==> config.mk <==
export PLATFORM = sky130hd
export DESIGN_NAME = mem_port_arbiter
export DESIGN_NICKNAME = d
export VERILOG_FILES = /design/src/rtl/mem_port_arbiter_pkg.sv /design/src/rtl/mem_port_arbiter.sv
export SDC_FILE = /design/constraint.sdc
export NUM_CORES = 1
export LEC_CHECK = 0
export ABC_AREA = 0
export CAP_MARGIN = 20
export CORE_AREA = 2 2 107 109
export CTS_CLUSTER_DIAMETER = 30
export DETAILED_ROUTE_END_ITERATION = 16
export DIE_AREA = 0 0 109 111
export DONT_BUFFER_PORTS = 1
export GPL_ROUTABILITY_DRIVEN = 0
export PLACE_DENSITY = 0.3
export REMOVE_ABC_BUFFERS = 1
export SETUP_SLACK_MARGIN = 0.2
export SLEW_MARGIN = 20
export SYNTH_ARGS = -nofsm -noshare
export SYNTH_HDL_FRONTEND = slang
export SYNTH_SLANG_ARGS = --single-unit
==> constraint.sdc <==
create_clock -name clk -period 2.3 [get_ports clk]
set_clock_uncertainty 0.05 [all_clocks]
set_input_delay 0.46 -clock clk [delete_from_list [all_inputs] [get_ports clk]]
set_output_delay 0.46 -clock clk [all_outputs]
set_load 0.01 [all_outputs]
==> src/rtl/mem_port_arbiter_pkg.sv <==
// Shared encodings for the unified-memory arbiter: FSM states, transaction
// owner and the full-word byte-enable constant.
package mem_port_arbiter_pkg;

  typedef enum logic {
    ST_IDLE     = 1'b0,
    ST_WAIT_RSP = 1'b1
  } state_e;

  typedef enum logic {
    OWN_IF = 1'b0,
    OWN_DM = 1'b1
  } owner_e;

  localparam logic [3:0] BE_WORD = 4'hF;

endpackage

==> src/rtl/mem_port_arbiter.sv <==
// Arbitrates one single-port memory between instruction fetch and data ports.
// Data wins ties, but a streak counter forces an IF grant after MAX_DM_STREAK.
module mem_port_arbiter
  import mem_port_arbiter_pkg::*;
#(
  parameter int unsigned DATA_WIDTH    = 32,
  parameter int unsigned MAX_DM_STREAK = 4,
  parameter int unsigned STREAK_W      = 4
) (
  input  logic                  clk,
  input  logic                  rst,
  input  logic                  i_if_req,
  input  logic [DATA_WIDTH-1:0] i_if_addr,
  output logic                  o_if_gnt,
  output logic                  o_if_rvalid,
  output logic [DATA_WIDTH-1:0] o_if_rdata,
  input  logic                  i_dm_req,
  input  logic                  i_dm_we,
  input  logic [DATA_WIDTH-1:0] i_dm_addr,
  input  logic [DATA_WIDTH-1:0] i_dm_wdata,
  input  logic [3:0]            i_dm_be,
  output logic                  o_dm_gnt,
  output logic                  o_dm_rvalid,
  output logic [DATA_WIDTH-1:0] o_dm_rdata,
  output logic                  o_mem_en,
  output logic                  o_mem_we,
  output logic [DATA_WIDTH-1:0] o_mem_addr,
  output logic [DATA_WIDTH-1:0] o_mem_wdata,
  output logic [3:0]            o_mem_be,
  input  logic                  i_mem_ready,
  input  logic                  i_mem_rvalid,
  input  logic [DATA_WIDTH-1:0] i_mem_rdata
);

  localparam logic [STREAK_W-1:0] STREAK_MAX = STREAK_W'(MAX_DM_STREAK);

  state_e              state_q, state_d;
  owner_e              owner_q, owner_d;
  logic [STREAK_W-1:0] streak_q, streak_d;

  logic rsp;
  logic can_issue;
  logic sel_dm;
  logic gnt;

  // A response only counts while something is outstanding; strays in IDLE drop.
  assign rsp       = (state_q == ST_WAIT_RSP) && i_mem_rvalid;
  assign can_issue = (state_q == ST_IDLE) || rsp;
  assign sel_dm    = i_dm_req && (!i_if_req || (streak_q != STREAK_MAX));

  assign o_mem_en = can_issue && (i_if_req || i_dm_req);
  assign gnt      = o_mem_en && i_mem_ready;
  assign o_if_gnt = gnt && !sel_dm;
  assign o_dm_gnt = gnt && sel_dm;

  assign o_if_rvalid = rsp && (owner_q == OWN_IF);
  assign o_dm_rvalid = rsp && (owner_q == OWN_DM);
  assign o_if_rdata  = i_mem_rdata;
  assign o_dm_rdata  = i_mem_rdata;

  // NOTE: every output is given a default first so no path leaves it unassigned
  // and no latch is inferred.
  always_comb begin
    o_mem_we    = 1'b0;
    o_mem_addr  = '0;
    o_mem_wdata = '0;
    o_mem_be    = '0;
    if (sel_dm) begin
      o_mem_we    = i_dm_we;
      o_mem_addr  = i_dm_addr;
      o_mem_wdata = i_dm_wdata;
      o_mem_be    = i_dm_be;
    end else if (i_if_req) begin
      o_mem_addr = i_if_addr;
      o_mem_be   = BE_WORD;
    end
  end

  always_comb begin
    state_d  = state_q;
    owner_d  = owner_q;
    streak_d = streak_q;
    if (gnt) begin
      state_d = ST_WAIT_RSP;
      owner_d = sel_dm ? OWN_DM : OWN_IF;
    end else if (rsp) begin
      state_d = ST_IDLE;
    end
    // The streak only measures DM grants taken while IF is actually waiting.
    if (!i_if_req || o_if_gnt) begin
      streak_d = '0;
    end else if (o_dm_gnt && (streak_q != STREAK_MAX)) begin
      streak_d = streak_q + STREAK_W'(1);
    end
  end

  // NOTE: sequential state uses non-blocking assignments so all registers
  // update together from values sampled at the same edge.
  always_ff @(posedge clk) begin
    if (rst) begin
      state_q  <= ST_IDLE;
      owner_q  <= OWN_IF;
      streak_q <= '0;
    end else begin
      state_q  <= state_d;
      owner_q  <= owner_d;
      streak_q <= streak_d;
    end
  end

endmodule
# ---- Word-level counts from Yosys, hierarchy flattened
# Index checks and enable logic that the tools add are counted.
dict set report totals {
  regBits 6
  latch_bits 0
  elab_cells 33
  ram_bits 0
  n_memories 0
  in_bits 139
  rom_bits 0
}
dict set report classes {
  mux 9
  n_reduce_logical 17
  multipliers 0
  div 0
  magnitude_cmp 0
  n_eq_ne 1
  addsub 1
  bitwise_logic 2
  shifts 0
}
# operator count
set op_table {}
lappend op_table {{32-bit 2-to-1 mux} 3}
lappend op_table {{1-bit logical AND} 9}
lappend op_table {{4-bit 2-to-1 mux} 2}
lappend op_table {{4-bit by 1-bit adder with 4-bit output (second input constant)} 1}
lappend op_table {{1-bit logical OR} 4}
lappend op_table {{1-bit 2-to-1 mux} 4}
lappend op_table {{4-bit by 3-bit != test with 1-bit output (second input constant)} 1}
lappend op_table {{1-bit zero test} 2}
lappend op_table {{1-bit NOT} 2}
lappend op_table {{2-bit nonzero test} 1}
lappend op_table {{2-bit OR reduction} 1}

# ---- Logic depth before layout (Yosys ltp)
dict set report depth {
  word_depth 7
  mapped_depth 7
  mapped_depth_nobuf 5
}

# ---- Worst setup path before layout
# No wires, ideal clock.
dict set report synth_path {
  path_type {register -> output}
  from {reg streak_q[0]}
  to {out o_mem_addr[21]}
  stages_incl_launch_ff 8
  setup_slack_ns 0.186
  path_buffers 2
  arrival_time_ns 1.604
  required_time_ns 1.790
  path_cell_list {dfxtp_1 > inv_1 > ha_1 > and3b_4 > a21boi_4 > buf_6 > buf_6 > mux2i_1}
}
dict set report synth_via {
  elab_chain_cells 4
}
# element line
set synth_lines {}
lappend synth_lines {{start, declared} mem_port_arbiter.sv:39} ;# logic [STREAK_W-1:0] streak_q, streak_d;
lappend synth_lines {{start signal, assigned} mem_port_arbiter.sv:107} ;# streak_q <= streak_d;
lappend synth_lines {{4-bit by 3-bit != test with 1-bit output} mem_port_arbiter.sv:49} ;# assign sel_dm = i_dm_req && (!i_if_req || (streak_q != STREAK_MAX));
lappend synth_lines {{1-bit logical OR} mem_port_arbiter.sv:49}
lappend synth_lines {{1-bit logical AND} mem_port_arbiter.sv:49}
lappend synth_lines {{32-bit 2-to-1 mux} mem_port_arbiter.sv:68} ;# if (sel_dm) begin
lappend synth_lines {{end, declared} mem_port_arbiter.sv:27} ;# output logic [DATA_WIDTH-1:0] o_mem_addr,
# No other way between the ends.

# ---- Final worst setup path
dict set report layout_path {
  from {reg streak_q[0]}
  to {out o_mem_addr[27]}
}
# The elaborated chain is that of the path after synthesis.

==> impl_metrics.env <==
export IMPL_status="completed"
export IMPL_layout_worst_path_cycle_share_pct=99.6
export IMPL_finalSetupViolCount=0
export IMPL_synthesis_area_um2=1760
export IMPL_timing_final_hold_violations=0
export IMPL_powerDensity_nw_per_um2=330
export IMPL_dp_worst_setup_slack_ps=59.2
export IMPL_final_layout_size_suffix_gt1_share_pct=52.7
export IMPL_post_synth_top_area_fraction_pct=28.1
export IMPL_drt_wirelength_per_cell_um=21.7
export IMPL_core_area_um2=11100
export IMPL_grt_overflow_total=0
export IMPL_root_buffer="sky130_fd_sc_hd__clkbuf_16"
export IMPL_critPathRequiredTime_ps=1790
export IMPL_n_fill_cell=1167
export IMPL_worst_slew_pin_slew_ps=413
export IMPL_synth_cells=256
export IMPL_clock_latency_ps=230
export IMPL_buffers_added_on_ports=0
export IMPL_r2r_slack_ps=790
export IMPL_final_net_count=365
export IMPL_num_rows=39
export IMPL_post_cts_hold_buffer_count=0
export IMPL_cp_num_buf_inv=4
export IMPL_floorplan_die_width_um=109
export IMPL_power_w=0.000844
export IMPL_initial_drt_pass_iterations=4
export IMPL_multi_input_comb_area_um2=1410
export IMPL_power_switching_w=0.000265
export IMPL_cts_path_max_buffers=2
export IMPL_crit_arrival_ps=1780
export IMPL_worst_slack_ps=9.11
export IMPL_cpPeakStageDelay_ps=330
export IMPL_cp_slowest_cell="sky130_fd_sc_hd__dfxtp_2"
export IMPL_crit_path_cell_trace="inv_2 -> ha_4 -> and3b_4 -> a21boi_4 -> buf_8 -> buf_12 -> buf_16 -> mux2i_4"
export IMPL_final_slew_viol_count=0
export IMPL_antenna_cells=0
export IMPL_synth_largest_area_cell="sky130_fd_sc_hd__buf_4"
export IMPL_hold_path_class="primary input to register"
export IMPL_synth_area_per_cell_um2=6.88
export IMPL_synth_async_sr_flop_share_pct=0
export IMPL_grt_antenna_before_repair=0
export IMPL_largest_net_degree_at_the_start_of_global_routing=40
export IMPL_yosysSeqAreaShare_pct=6.82
export IMPL_met2_usage_pct=16.6
export IMPL_cellLeakagePower_nw=1.11
export IMPL_clkSlewWorstSetupHoldPaths_ps=40
export IMPL_synth_top_cells_by_area="sky130_fd_sc_hd__buf_4 28%, sky130_fd_sc_hd__mux2i_1 18%, sky130_fd_sc_hd__and2_1 12%, sky130_fd_sc_hd__inv_1 7.7%, sky130_fd_sc_hd__nand2_1 7.2%"
export IMPL_timing_critical_path_from_type="register"
export IMPL_crit_fanout=6
export IMPL_netlist_cell_type_count=32
export IMPL_max_cap_violations=0
export IMPL_cts_made_buffers=3
export IMPL_synthToLayoutAreaGrowth_pct=45.3
export IMPL_post_synth_most_frequent_cells="66 x sky130_fd_sc_hd__buf_4, 36 x sky130_fd_sc_hd__inv_1, 35 x sky130_fd_sc_hd__and2_1, 34 x sky130_fd_sc_hd__nand2_1, 32 x sky130_fd_sc_hd__mux2i_1"
export IMPL_drt_total_wl_um=7930
export IMPL_combPwrFrac_pct=52.8
export IMPL_total_track_usage_pct=12.2
export IMPL_vias=1661
export IMPL_final_seq_area_um2=123
export IMPL_die_h_um=111
export IMPL_setup_tns_ps=0
export IMPL_dieArea_um2=12100
export IMPL_route_antenna_remaining_nets=0
export IMPL_max_clock_freq_mhz=437
export IMPL_globalRouteMet3Util_pct=8.82
export IMPL_drc_errors=0
export IMPL_unrepaired_setup_endpoints_after_global_routing="yes"
export IMPL_clock_sinks=6
export IMPL_initial_drt_markers=91
export IMPL_detailedPlacementHpwl_um=5330
export IMPL_dominantRegCellSynth="sky130_fd_sc_hd__dfxtp_1"
export IMPL_first_global_vias=1646
export IMPL_synthMostInstantiatedCell="sky130_fd_sc_hd__buf_4"
export IMPL_p_clk_share_pct=34.2
export IMPL_h_tree_depth=1
export IMPL_cell_internal_pwr_w=0.000579
export IMPL_cts_tree="built"
export IMPL_floorplan_initialDensity_pct=15.9
export IMPL_seq_power_share_pct=13.1
export IMPL_ir_worst_vdd_mv=0.146
export IMPL_use_met1_pct=15.0
export IMPL_ios=277
export IMPL_end_kind="primary output"
export IMPL_timing_critical_path_max_delay_family="buffers and inverters"
export IMPL_synth_seq_cells=6
export IMPL_worstSetupPathType="register to primary output"
export IMPL_synth_edf_count=0
export IMPL_via_cell_ratio=4.55
export IMPL_power_share_switching_pct=31.4
export IMPL_grt_pass1_wl_um=10700
export IMPL_global_route_peak_usage_layer="met2"
export IMPL_max_slew_margin_rel_pct=72.5
export IMPL_clock_period_minus_worst_slack_ps=2290
export IMPL_yosys_warns=0
## routing by layer
metal / up-vias / part of all wire (%) / wire (µm)
li1: 672 / - / -
met1: 800 / 39 / 3110
met2: 172 / 44 / 3470
met3: 15 / 15 / 1230
met4: 2 / 0.97 / 77
met5: - / 0.53 / 42
## final cells by class
class / count / share of cell area (%)
Tap cell: 143 / 6.99
Inverter: 36 / 5.28
Multi-Input combinational cell: 138 / 55.0
Sequential cell: 6 / 4.79
Clock buffer: 3 / 2.93
Timing Repair Buffer: 39 / 25.0
## registers in the layout (all words and copies together) (netlist names)
| name | flops |
|---|---|
| state_q | 1 |
| owner_q | 1 |
| streak_q | 4 |
## metrics by stage
step	cell area (µm²)	hold WS, ps	std cells	util, %
global route	2560	250	365	23.1
CTS	2410	250	362	21.7
floorplan	1210	423	180	-
finish	2560	249	365	23.1
detailed placement	1500	458	334	13.5
global placement	1500	471	334	13.5
## kinds of logic (layout without fill, tap and decap cells)
family | Yosys count | in the layout | share of synthesized area (%)
compound gates | 20 | 20 | 9.59
simple gates | 84 | 84 | 25.1
fa+ha+maj | 2 | 2 | 1.42
buf+inv | 112 | 78 | 38.9
mux | 32 | 32 | 18.2
flops | 6 | 6 | 6.82
## placed cells by master (no fill, tap or decap), types with 4 or more instances in the layout
cell type                   count
sky130_fd_sc_hd__mux2i_4       27
sky130_fd_sc_hd__buf_16         9
sky130_fd_sc_hd__a21o_1         4
sky130_fd_sc_hd__buf_12         9
sky130_fd_sc_hd__clkbuf_16      4
sky130_fd_sc_hd__dfxtp_1        4
sky130_fd_sc_hd__nand2_1       34
sky130_fd_sc_hd__buf_6          4
sky130_fd_sc_hd__nor2_1         4
sky130_fd_sc_hd__and2_4        33
sky130_fd_sc_hd__buf_4         13
sky130_fd_sc_hd__inv_1         34
## power by group through the flow
stage          clock network, W  logic, W  registers [W]
4_1_cts                0.000289  0.000412       0.000110
3_5_place_dp                  0  0.000214       0.000112
5_1_grt                0.000298  0.000470       0.000111
6_report               0.000289  0.000446       0.000110
3_3_place_gp                  0  0.000218       0.000111
2_1_floorplan                 0  0.000168       0.000111
## worst paths after layout
kind,cells after the start,to,startpoint
setup reg to reg,7,owner_q$_SDFFE_PP0N_,streak_q[0]$_SDFFE_PP0P_
hold / removal,1,state_q$_SDFFE_PP0P_,rst
hold reg to reg,2,streak_q[3]$_SDFFE_PP0P_,streak_q[3]$_SDFFE_PP0P_
setup / recovery,8,o_mem_addr[27],streak_q[0]$_SDFFE_PP0P_
## timing repair
| action | 4_1_cts | 5_1_grt |
|---|---|---|
| pin swaps | 10 | 29 |
| buffers inserted | 16 | 2 |
| gates cloned | 9 | 1 |
| resized for setup | 100 | 17 |
| endpoints found under the setup margin | 70 | 71 |
(Power assumes the default switching activity.)
